$ cat src/rtl/timetag_encoder.sv
// Timestamps per-channel edge pulses and queues tag words {lost, roll, mask, ts}
// in a show-ahead FIFO with valid/ready readout. Idle timestamp wraps emit rollover markers.
module timetag_encoder #(
  parameter int unsigned NCH   = 4,
  parameter int unsigned TS_W  = 32,
  parameter int unsigned DEPTH = 16
) (
  input  logic                         clock,
  input  logic                         reset,
  input  logic [NCH-1:0]               data_in,
  output logic [TS_W+NCH+1:0]          out_data,
  output logic                         out_valid,
  input  logic                         out_ready,
  output logic [$clog2(DEPTH+1)-1:0]   fifo_level,
  output logic [15:0]                  lost_count
);

  localparam int unsigned W  = TS_W + NCH + 2;
  localparam int unsigned AW = (DEPTH > 1) ? $clog2(DEPTH) : 1;
  localparam int unsigned LW = $clog2(DEPTH + 1);

  logic [TS_W-1:0] ts;
  logic            armed;
  logic            lost_flag;
  logic [W-1:0]    mem [DEPTH];
  logic [AW-1:0]   wr_ptr;
  logic [AW-1:0]   rd_ptr;
  logic [LW-1:0]   level;

  logic            roll;
  logic            push;
  logic            pop;
  logic            accept;
  logic [W-1:0]    word;

  // armed masks the ts==0 of the very first cycle after reset, which is not a wrap
  always_comb begin
    roll      = armed && (ts == '0);
    push      = (|data_in) || roll;
    out_valid = (level != '0);
    pop       = out_valid && out_ready;
    accept    = push && ((level != LW'(DEPTH)) || pop);
    word      = {lost_flag, roll, data_in, ts};
    out_data  = mem[rd_ptr];
  end

  assign fifo_level = level;

  always_ff @(posedge clock) begin
    if (reset) begin
      ts         <= '0;
      armed      <= 1'b0;
      lost_flag  <= 1'b0;
      wr_ptr     <= '0;
      rd_ptr     <= '0;
      level      <= '0;
      lost_count <= '0;
      for (int unsigned i = 0; i < DEPTH; i++) begin
        mem[i] <= '0;
      end
    end else begin
      ts    <= ts + TS_W'(1);
      armed <= 1'b1;

      if (accept) begin
        mem[wr_ptr] <= word;
        wr_ptr      <= wr_ptr + AW'(1);
        lost_flag   <= 1'b0;
      end else if (push) begin
        lost_flag <= 1'b1;
        if (lost_count != '1) begin
          lost_count <= lost_count + 16'd1;
        end
      end

      if (pop) begin
        rd_ptr <= rd_ptr + AW'(1);
      end

      case ({accept, pop})
        2'b10:   level <= level + LW'(1);
        2'b01:   level <= level - LW'(1);
        default: level <= level;
      endcase
    end
  end

endmodule

$ cat config.mk
export PLATFORM = sky130hd
export DESIGN_NAME = timetag_encoder
export DESIGN_NICKNAME = d
export VERILOG_FILES = /design/src/rtl/timetag_encoder.sv
export SDC_FILE = /design/constraint.sdc
export NUM_CORES = 1
export LEC_CHECK = 0
export ABC_AREA = 1
export ABC_CLOCK_PERIOD_IN_PS = 4400
export CORE_MARGIN = 3
export CORE_UTILIZATION = 50
export CTS_BUF_LIST = sky130_fd_sc_hd__clkbuf_16
export DETAILED_ROUTE_END_ITERATION = 12
export DONT_BUFFER_PORTS = 1
export PLACE_DENSITY_LB_ADDON = 0.05
export SYNTH_ARGS = -nofsm -noshare
export SYNTH_HDL_FRONTEND = slang
export SYNTH_SLANG_ARGS = --single-unit
$ cat constraint.sdc
create_clock -name clock -period 4.4 [get_ports clock]
set_clock_uncertainty 0.1 [all_clocks]
set_input_delay 1.1 -clock clock [delete_from_list [all_inputs] [get_ports clock]]
set_output_delay 1.1 -clock clock [all_outputs]
set_load 0.05 [all_outputs]
**After elaboration in Yosys (flattened, before gate mapping)**

Memories as Yosys holds them, arrays and structs flattened. A register that Yosys moved wholly into a read port is not among the register bits.
Index checks and enable logic that the tools add are counted.

- Register bits: 63
- RAM bits: 608
- Input bits: 7
- Output and inout port bits: 60
- Word-level logic and storage cells: 43
- Memories: 1

- Add/subtract/negate cells: 6
- Eq/ne operators: 4
- Mux-type cells: 12
- Bitwise logic cells: 1
- Reduce and logical (&&, ||, !) cells: 12

Memories:

| name | depth | width | read ports | clocked after Yosys merged registers in | write ports | RTL line | text |
|---|---|---|---|---|---|---|---|
| mem | 16 | 38 | 1 | 1 | 16 | 25 | `logic [W-1:0] mem [DEPTH];` |

Operators by type and width:

| operator | count |
|---|---|
| $mux 38 | 1 |
| $reduce_or 38->1 | 1 |
| $add 32x1->32 const B | 1 |
| $logic_not 32->1 | 1 |
| $add 16x1->16 const B | 1 |
| $ne 16x16->1 const B | 1 |
| $mux 4 | 3 |
| $pmux 5 s2 | 1 |
| $add 4x1->4 const B | 2 |
| $mux 1 | 7 |
| $add 5x1->5 const B | 1 |
| $ne 5x5->1 const B | 1 |
| $reduce_bool 5->1 | 1 |
| $sub 5x1->5 const B | 1 |
| $reduce_or 4->1 | 1 |
| $logic_and 1x1->1 | 3 |
| $reduce_and 3->1 | 1 |
| $eq 2x1->1 const B | 1 |
| $eq 2x2->1 const B | 1 |
| $logic_or 1x1->1 | 2 |
| $reduce_bool 2->1 | 1 |
| $reduce_or 2->1 | 1 |
| $not 1->1 | 1 |

**Depth between registers and ports, before layout**

Gate-level depths: netlist (run 1).

- Depth after elaboration: 9
- Depth in mapped cells: 21
- Gate-level depth less buffers: 20

**Worst setup path before layout (run 1)**

OpenSTA, ideal clock, no wires.

- Path kind: input -> register
- From: in data_in[1]
- To: mem mem[1][0] in the netlist's numbering (enable)
- Setup time: 518 ps
- Data arrival time: 3065 ps
- Data required time: 3782 ps
- Path slack: 717 ps
- Stages: 9
- Path buffers: 3
- Cells stage by stage: nor4_1 nand2_4 nand2_4 nor2_8 buf_6 nand3_2 buf_4 buf_6 nand2_1

RTL lines:

| what | RTL line | text |
|---|---|---|
| start, declared | 10 | `input logic [NCH-1:0] data_in,` |
| end, declared | 25 |  |

==> key figures, run 1 <==
Timing
  • RSZ-0062 raised after global routing: no
  • Worst Slack Setup Final: 0.386 ns
  • Setup tns final: 0 ns
  • Final worst path period need: between 4 and 5 ns
  • Post-route clock period utilization: around 90%
  • Fin. Hold Viols: 0
  • Relative slew slack: 35.2%
  • Worst-margin pin slew: just under 1 ns
  • Max Freq: between 200 and 250 MHz
  • Max Slew Vio Count: 0
  • Final setup fails: 0

Worst hold path
  • Min-Delay Path Class: reg -> reg
  • Hold Path Stages: 1
  • Hold path start: rd_ptr[2]

Routing
  • Residual DRC: 0
  • 1st-iter DRT viols: 2163
  • First-pass DRT Iterations: 7
  • Post-DRT Antenna Nets: 0
  • Routed wire length: 89300 um
  • Vias/cell: just under 6
  • Vias post-DR: 21200
  • DR WL/cell: approximately 25 um

Placed design
  • Port bufs: 0
  • Final Wtd Congestion: 0.808
  • DP Area: ~31000 sq um
  • HPWL after DPL: 48400 um
  • DP Worst Slack: approximately 1 ns

Setup path
  • FF-to-FF path depth: 15
  • Crit. End Element: output port
  • Crit path largest cell delay: 0.65 ns
  • Worst endpoint data arrival time: around 2.8 ns
  • Worst path slowest cell: dfxtp_4
  • CP startpoint kind: register
  • Worst Path Required: between 3 and 4 ns
  • CP cell instances: inv_4 > buf_12 > o21ai_0 > o211ai_1 > nand2_1
  • CP delay by family, top: flip-flops
  • Buf/Inv on CP: 2
  • Reg2Reg Capture Point: fifo_level[4]
  • R2R setup slack: a little under 1 ns
  • RR Startpoint: fifo_level[1]
  • Critical Setup Path Class: reg -> out
  • Crit-path max FO: 37

Outcome
  • Status: completed

Power and ir drop
  • Leakage: between 0.01 and 0.015 uW
  • Overall power: between 15000 and 20000 uW
  • PD cells: 527 nW/um^2
  • VDD IR-drop max: 0.357 mV

Finish
  • Nets: 2799
  • Design area: 33800 sq um
  • Share of cells above drive strength 1: 10.5%
  • Ant. Diodes: 0
  • Most common cell after layout, fill and taps aside: nor2_1
  • Most frequent cells in the layout: nor2_1 (620), edfxtp_1 (608), inv_1 (224)
  • Layout overhead on the synthesized area: 10.4%
  • Core Util, Final: 55.8%

Synthesis
  • Main combinational cell family by area after synthesis: simple AND/OR/NAND/NOR gates
  • Syn avg cell area: roughly 11 sq um
  • Yosys Warn Count: 0
  • Post-synthesis compound-gate area fraction: 10.5%
  • Number of flops mapped to enable cells by yosys: a little over 600
  • Post-Syn Instances: between 2000 and 3000
  • Post-synthesis simple-gate area fraction: 13.3%
  • Mux share of post-synthesis cell area: 4.97%
  • Register bit total from synthesis: 675
  • Post-Synth XOR/XNOR Area: 0.372%
  • Post-Synth Adder-Cell Area: 0.515%
  • Synth cell types: 35
  • Area of the mapped netlist: 30600 sq um
  • Async S/R FF share, synth: 0%
  • Syn_nets: 2876
  • Ys flop type: edfxtp_1
  • Register area share after synthesis: 64.1%

Clock network
  • Post-CTS setup buffer count: 0
  • Later-pin clock latency in the skew report: 0.61 ns
  • CTS root buffer: clkbuf_16
  • Hold_buf cts: 0
  • CTS buffer count: 73
  • Clock transition at the registers of the reported paths: ~0.060 ns
  • Cts repair resizes: 0
  • CTS tree: yes
  • Maximum level of the CTS H-tree: 3
  • Max Root-Sink Buffers: 3
  • # clock sinks: a little under 700

GRT
  • Largest net degree at the start of global routing: 82
  • Total GRT Usage: 27.9%
  • Global-route wire length before repair: 132000 um
  • Grt ovf: 0
  • Initial antenna violation count: 0
  • Vias in the first global route: 20400

Job
  • Max cap viols: 0

Floorplanning
  • IO Count: 67
  • Die X: ~250 um
  • Die Y: 253 um
  • Core Region: 60500 sq um
  • Initial Utilization: between 50 and 60%
  • Rows: 90
  • Die area: 64200 sq um
## Yosys cell counts (2+ instances only)
cell	n	area share, %
nor2_1	620	7.6
edfxtp_1	608	60
o21ai_0	221	3.6
inv_1	209	2.6
a21oi_1	189	3.1
nand2_1	160	2.0
clkbuf_1	156	1.9
mux2i_1	152	5.0
o211ai_1	152	3.7
nand3_1	74	1.2
dfxtp_1	67	4.4
nor2_2	55	1.1
buf_2	49	0.80
nor3_1	30	0.49
inv_2	22	0.27
nand4_1	13	0.27
buf_6	12	0.44
ha_1	11	0.45
xor2_1	9	0.26
buf_1	8	0.098
nand3_2	8	0.26
buf_4	5	0.12
clkinv_1	4	0.049
nor4_1	4	0.082
xnor2_1	4	0.11
nor3b_1	3	0.074
nand2_4	2	0.074
o21a_1	2	0.049
or2_2	2	0.041
## logic make-up (layout without fill, tap and decap cells)
family / Yosys count / in the layout
muxes: 152 / 152
buffers and inverters: 466 / 447
adders and majority gates: 12 / 12
DFF: 675 / 675
xor gates and xnor gates: 13 / 13
and+or+nand+nor: 974 / 974
AOI/OAI and AO/OA: 565 / 565
## how the worst max path moves through the flow
stage / to / slack [ns] / depth (start not counted)
CTS: out_data[13] / 0.35 / 6
finish: out_data[20] / 0.39 / 5
floorplan: mem[1][0] / 0.72 / 9
global placement: fifo_level[4] / 0.97 / 15
global route: out_data[20] / 0.26 / 5
detailed placement: out_data[13] / 1.02 / 6
## worst reg2reg max path, cell delays in order, from the launching register on
cell	delay [ns]
dfxtp_1	0.53
nor2_1	0.24
nand4_1	0.55
nand2_1	0.42
inv_1	0.12
nand2_1	0.11
inv_1	0.10
fa_1	0.40
nand2_1	0.09
nand2_1	0.06
a21oi_1	0.18
nand3_1	0.10
nand2_1	0.11
nand3_1	0.08
nand2_1	0.09
nor2_1	0.04
## stage by stage
| step | hold slack (ns) | std cells |
|---|---|---|
| 2_1_floorplan | 0.333 | 2857 |
| 5_1_grt | 0.373 | 3620 |
| 3_3_place_gp | 0.344 | 3487 |
| 6_report | 0.357 | 3620 |
| 3_5_place_dp | 0.346 | 3487 |
| 4_1_cts | 0.357 | 3620 |
## registers in the layout, indices dropped and copies added (netlist names), named ones only
| signal | cells |
|---|---|
| wr_ptr | 4 |
| lost_flag | 1 |
| armed | 1 |
| rd_ptr | 4 |
| fifo_level | 5 |
| mem | 608 |
| ts | 32 |
| lost_count | 16 |
## per-layer routing
layer / part of all wire (%) / vias to the layer above / track usage (%)
met5: 0 / - / 0
li1: - / 9726 / -
met4: 2.2 / 0 / 7.43
met1: 41 / 10400 / 38.2
met3: 8.0 / 123 / 4.72
met2: 48 / 873 / 46.3
## area by class of cell
class / instances / area, sq um
clock buffers: 81 / 2030
clock inverters: 52 / 293
fillers: 5194 / 26700
inverters: 236 / 890
multi-input cells: 1716 / 9160
flip-flops and latches: 675 / 19600
well taps: 782 / 978
repair buffers: 78 / 811
## where the power goes
part / total (uW) / switching (uW) / internal [uW]
Sequential: 7650 / 302 / 7340
Clock: 5970 / 2510 / 3470
Combinational: 4180 / 3030 / 1150
Total: 17800 / 5840 / 12000
(Power assumes the default switching activity.)
==> run 2, diff against run 1 <==
--- a/config.mk
+++ b/config.mk
@@ -13,6 +13,8 @@
 export DETAILED_ROUTE_END_ITERATION = 12
 export DONT_BUFFER_PORTS = 1
 export PLACE_DENSITY_LB_ADDON = 0.05
+export SLEW_MARGIN = 0
 export SYNTH_ARGS = -nofsm -noshare
 export SYNTH_HDL_FRONTEND = slang
 export SYNTH_SLANG_ARGS = --single-unit
+export TNS_END_PERCENT = 20
==> results of run 2 <==
Final layout, timing and power as in run 1 (identical DEF).
==> run 3, diff against run 2 <==
--- a/config.mk
+++ b/config.mk
@@ -6,7 +6,7 @@
 export NUM_CORES = 1
 export LEC_CHECK = 0
 export ABC_AREA = 1
-export ABC_CLOCK_PERIOD_IN_PS = 4400
+export ABC_CLOCK_PERIOD_IN_PS = 3300
 export CORE_MARGIN = 3
 export CORE_UTILIZATION = 50
 export CTS_BUF_LIST = sky130_fd_sc_hd__clkbuf_16
==> constraint.sdc (replaced) <==
create_clock -name clock -period 3.3 [get_ports clock]
set_clock_uncertainty 0.1 [all_clocks]
set_input_delay 0.825 -clock clock [delete_from_list [all_inputs] [get_ports clock]]
set_output_delay 0.825 -clock clock [all_outputs]
set_load 0.05 [all_outputs]
==> run 3 against run 2 <==
Final area is 4.6% higher. Clock-buffer cell count is 2 lower. Power is 41% higher. Critical path depth is 1 higher. Final cell count is 3.0% higher. Clock power is 28% higher. Non-clock buffer count is 111 higher. Die area stayed put. Wire length is 0.21% higher. Sequential share of layout area is 2.6 points lower. Largest cell class unchanged. Highest routed layer unchanged.
==> key figures, run 3 (synthesis gave the netlist of run 1 again) <==
Clock network
  • CTS root buffer: clkbuf_16 (unchanged)
  • Maximum level of the CTS H-tree: 3 (unchanged)
  • CTS buffer count: 73 (unchanged)
  • Later-pin clock latency in the skew report: 0.62 ns (was 0.61 ns)
  • Clock transition at the registers of the reported paths: 0.06 ns (about the same)
  • CTS tree: yes (unchanged)
  • Max Root-Sink Buffers: 3 (unchanged)
  • # clock sinks: 675 (unchanged)

Setup path
  • CP startpoint kind: register (unchanged)
  • Crit. End Element: output port (unchanged)
  • Crit path largest cell delay: 0.41 ns (was 0.65 ns)
  • RR Startpoint: ts[8] (was fifo_level[1])
  • FF-to-FF path depth: 12 (was 15)
  • Critical Setup Path Class: reg -> out (unchanged)
  • Worst endpoint data arrival time: 2.36 ns (was 2.81 ns)
  • Crit-path max FO: 40 (was 37)
  • CP cell instances: inv_8 > buf_12 > o21ai_1 > o211ai_1 > nand2_1 > buf_12 (was inv_4 > buf_12 > o21ai_0 > o211ai_1 > nand2_1)
  • Most used cell, CP: buf_12
  • Reg2Reg Capture Point: mem[10][26] (was fifo_level[4])
  • Worst Path Required: 2.37 ns (was 3.20 ns)
  • R2R setup slack: 0.39 ns (was 0.99 ns)
  • Worst path slowest cell: dfxtp_4 (unchanged)

Floorplanning
  • Die area: 64200 sq um (unchanged)
  • Die X: 253 um (unchanged)
  • Core Region: 60500 sq um (unchanged)
  • Initial Utilization: 50.6% (unchanged)
  • Die Y: 253 um (unchanged)
  • IO Count: 67 (unchanged)
  • Rows: 90 (unchanged)

Placed design
  • DP Worst Slack: 0.411 ns (was 1.02 ns)
  • HPWL after DPL: 50500 um (was 48400 um)
  • DP Area: 32900 sq um (was 31400 sq um)
  • Port bufs: 0 (unchanged)
  • Final Wtd Congestion: 0.866 (was 0.808)

Finish
  • Fill count: 5080 (was 5194)
  • Max FFs per register: 608 (unchanged)
  • Top reg by flops: mem (unchanged)
  • Top Registers: mem (608), ts (32), lost_count (16) (unchanged)
  • Nets: 2910 (was 2799)
  • Ant. Diodes: 0 (unchanged)
  • Design area: 35300 sq um (was 33800 sq um)
  • Most common cell after layout, fill and taps aside: nor2_1 (unchanged)
  • Share of cells above drive strength 1: 13.9% (was 10.5%)
  • Layout overhead on the synthesized area: 15.4% (was 10.4%)
  • Most frequent cells in the layout: nor2_1 (620), edfxtp_1 (608), inv_1 (226) (was nor2_1 (620), edfxtp_1 (608), inv_1 (224))

Timing
  • Relative slew slack: 51.9% (was 35.2%)
  • Max Slew Vio Count: 0 (unchanged)
  • Final setup fails: 0 (unchanged)
  • Post-route clock period utilization: 99.4%
  • RSZ-0062 raised after global routing: yes (was no)
  • Fin. Hold Viols: 0 (unchanged)
  • Worst Slack Setup Final: 0.0191 ns (was 0.386 ns)
  • Worst-margin pin slew: 0.720 ns (was 0.973 ns)
  • Max Freq: ~300 MHz
  • Final worst path period need: 3.28 ns

Worst hold path
  • Hold-critical path endpoint: lost_count[15]
  • Min-Delay Path Class: in -> reg (was reg -> reg)
  • Hold path start: reset (was rd_ptr[2])
  • Hold Path Stages: 1 (unchanged)

GRT
  • Grt ovf: 0 (unchanged)
  • Global-route wire length before repair: 133000 um (was 132000 um)
  • Initial antenna violation count: 1 (was 0)
  • Vias in the first global route: 21200 (was 20400)
  • Total GRT Usage: 27.8% (was 27.9%)
  • Largest net degree at the start of global routing: 109 (was 82)

Power and ir drop
  • Leakage: 0.0124 uW (was 0.0117 uW)
  • PD cells: 709 nW/um^2 (was 527 nW/um^2)
  • VDD IR-drop max: 0.537 mV (was 0.357 mV)

Routing
  • DR WL/cell: 24.0 um (was 24.7 um)
  • Post-DRT Antenna Nets: 0 (unchanged)
  • Vias post-DR: 21600 (was 21200)
  • Residual DRC: 0 (unchanged)
  • Vias/cell: 5.80 (was 5.85)
  • 1st-iter DRT viols: 1925 (was 2163)
  • Routed wire length: 89500 um (was 89300 um)
  • First-pass DRT Iterations: 5 (was 7)

Job
  • Max cap viols: 0 (unchanged)

Outcome
  • Status: completed (unchanged)
[run 3: cell types whose count changed in the layout (fill, tap and decap cells not counted), sizes merged]
cell,previous run,this run
clkinvlp,0,1
bufbuf,0,1
inv,250,252
clkbuf,81,82
buf,78,185
clkinv,35,36
bufinv,3,0
[run 3: timing repair]
action / in CTS / in global routing
endpoints found under the setup margin: 28 / 26
hold buffers: 0 / 0
gates resized for setup: 8 / 17
cloned: 1 / 3
pin swaps: 1 / 8
buffers inserted: 2 / 1
[run 3: critical path: cells and delay by family, from the launching register on]
kind / cells / cell delay, ns
buffers and inverters: 3 / 0.64
AOI/OAI and AO/OA: 2 / 0.49
and+or+nand+nor: 1 / 0.16
DFF: 1 / 0.41
[run 3: area by class of cell]
class	instances	area (sq um)	share of cell area (%)
Inverter	236	895	2.53
Tap cell	782	978	2.77
Clock buffer	79	1980	5.60
Clock inverter	53	226	0.641
Multi-Input combinational cell	1716	9180	26.0
Sequential cell	675	19600	55.5
Timing Repair Buffer	189	2450	6.94
[run 3: routing by layer]
layer	GRT usage (%)	routed length, um	up-vias
li1	-	-	9939
met1	37.6	36800	10600
met2	46.1	43000	920
met3	4.28	7080	168
met4	9.51	2590	0
met5	0	0	-
[run 3: through the flow]
| step | power (uW) | hold WS (ns) | util (%) | setup TNS [ns] | instances |
|---|---|---|---|---|---|
| after detailed placement | 17300 | 0.359 | 54.3 | 0 | 3591 |
| final | 25000 | 0.172 | 58.4 | 0 | 3730 |
| after global placement | 17200 | 0.346 | 54.3 | 0 | 3591 |
| after floorplan | 14400 | 0.333 | - | -71.64 | 2857 |
| after global routing | 26000 | 0.161 | 58.4 | -0.469 | 3730 |
| after CTS | 25000 | 0.150 | 58.2 | -0.0458 | 3726 |
[run 3: how the worst max path moves through the flow]
stage | endpoint | slack (ns)
6_report | out_data[13] | 0.02
5_1_grt | out_data[13] | -0.05
4_1_cts | out_data[13] | -0.03
3_5_place_dp | mem[10][31] | 0.41
3_3_place_gp | fifo_level[4] | 0.41
2_1_floorplan | mem[4][0] | -0.23
[run 3: power by group]
part	internal, uW	switching (uW)	total, uW
Sequential	9790	170	9960
Combinational	2850	4610	7450
Clock	4290	3330	7620
==> variant, RTL diff (settings of run 2) <==
Change the parameter `NCH` from 4 to 5.
--- a/src/rtl/timetag_encoder.sv
+++ b/src/rtl/timetag_encoder.sv
@@ -2,5 +2,5 @@
 // in a show-ahead FIFO with valid/ready readout. Idle timestamp wraps emit rollover markers.
 module timetag_encoder #(
-  parameter int unsigned NCH   = 4,
+  parameter int unsigned NCH   = 5,
   parameter int unsigned TS_W  = 32,
   parameter int unsigned DEPTH = 16
Ports: changed (resized data_in and out_data); port bits go from 67 to 69. No check against the original RTL was run, so the function may have changed too.
==> variant against run 2 <==
Core utilization rose by 0.92 points. Sequential cell count rose by 16. First-iteration DRC count grew 6.1%. Sequential share of layout area barely moved. Setup slack better by 0.046 ns. Total power grew 1.7%. Synthesized area rose by 1.6%. Cell count is 3.4% higher. Final area rose by 2.4%. Combinational power grew 8.1%. Wire length up 0.82%. Critical path type unchanged. Critical endpoint is now out_data[27]. Largest cell class unchanged.
==> variant: results <==
[route]
vias = 21800
routed-wl-met3_um = 6800
dr.pass1.iters = 6
met2_length_um = 42800

[placement]
place_inst = 3608
dpl_cell_area_um2 = 32300
gp_congestion = 0.816
hpwlAfterDp_um = 49200

[clock_tree]
cts_buffer_depth = 3
numCtsBuffers = 75

[critical_path]
reg2reg_slack_ns = 0.82
cp_max_fo = 58
crit_family = "buffers and inverters"
critPathMaxStageDelay_ns = 0.60
r2r_end = "mem[8][23]$_SDFFCE_PN0P_"
cp.arrival_ns = 2.77
r2r_start = "ts[26]$_SDFF_PP0_"
worstRegToRegCells = 12

[global_route]
use_met3_pct = 3.83
grt_max_degree = 110
grt.total_usage_pct = 27.3
grt_pass1_wl_um = 135000
grt_pass1_vias = 21400
use_met1_pct = 38.4

[final_layout]
design.seq.count = 691
syn2layout_area_growth_pct = 11.3
nNonClkBuffers = 88
nFillCells = 5206
multi_input_cells = 1755
clkCellAreaFrac_pct = 6.50
drive_gt1_share_pct = 8.34
nonClockInverterCount = 246
reg_top3 = "mem x624, ts x32, lost_count x16"

[synth]
synth_edf_count = 624
synth_compound_area_share_pct = 10.4
netlist_top_cells_count = "nor2_1, edfxtp_1, inv_1"
synthTopCellsByArea = "edfxtp_1, nor2_1, mux2i_1"

[sta]
slew-limit-headroom_pct = 44.0
hold_slack_ns = 0.366

[power_and_ir_drop]
power_leakage_nw = 12.1
irDropWorstVdd_mv = 0.302
p_per_area_nw_per_um2 = 524

[run_status]
run_status = "finished, final reports clean"
## variant: cell types whose count changed in the layout (fill, tap and decap cells not counted), sizes merged, moves of 3 or more
cell and delta:
nor3 -8, clkbuf -4, nor2 +18, clkinv +3
o21ai -8, edfxtp +16, nand2 +8, buf +10
o211ai +4, a21oi +6, mux2i +4, inv +13
nand3 +18
## variant: worst max-delay path by stage
| stage | depth (start not counted) | slack, ns | from | to |
|---|---|---|---|---|
| 4_1_cts | 6 | 0.40 | flop | out_data[27] |
| 2_1_floorplan | 9 | 0.85 | data_in[4] | mem[11][0]$_SDFFCE_PN0P_ |
| 6_report | 6 | 0.43 | flop | out_data[27] |
| 3_3_place_gp | 16 | 0.66 | data_in[2] | fifo_level[4]$_SDFFE_PP0P_ |
| 5_1_grt | 6 | 0.30 | flop | out_data[27] |
| 3_5_place_dp | 9 | 0.67 | data_in[2] | mem[8][26]$_SDFFCE_PN0P_ |
## variant: where the power goes
group	switching, mW	internal (mW)
clock network	2.51	3.33
logic	3.27	1.25
registers	0.235	7.51
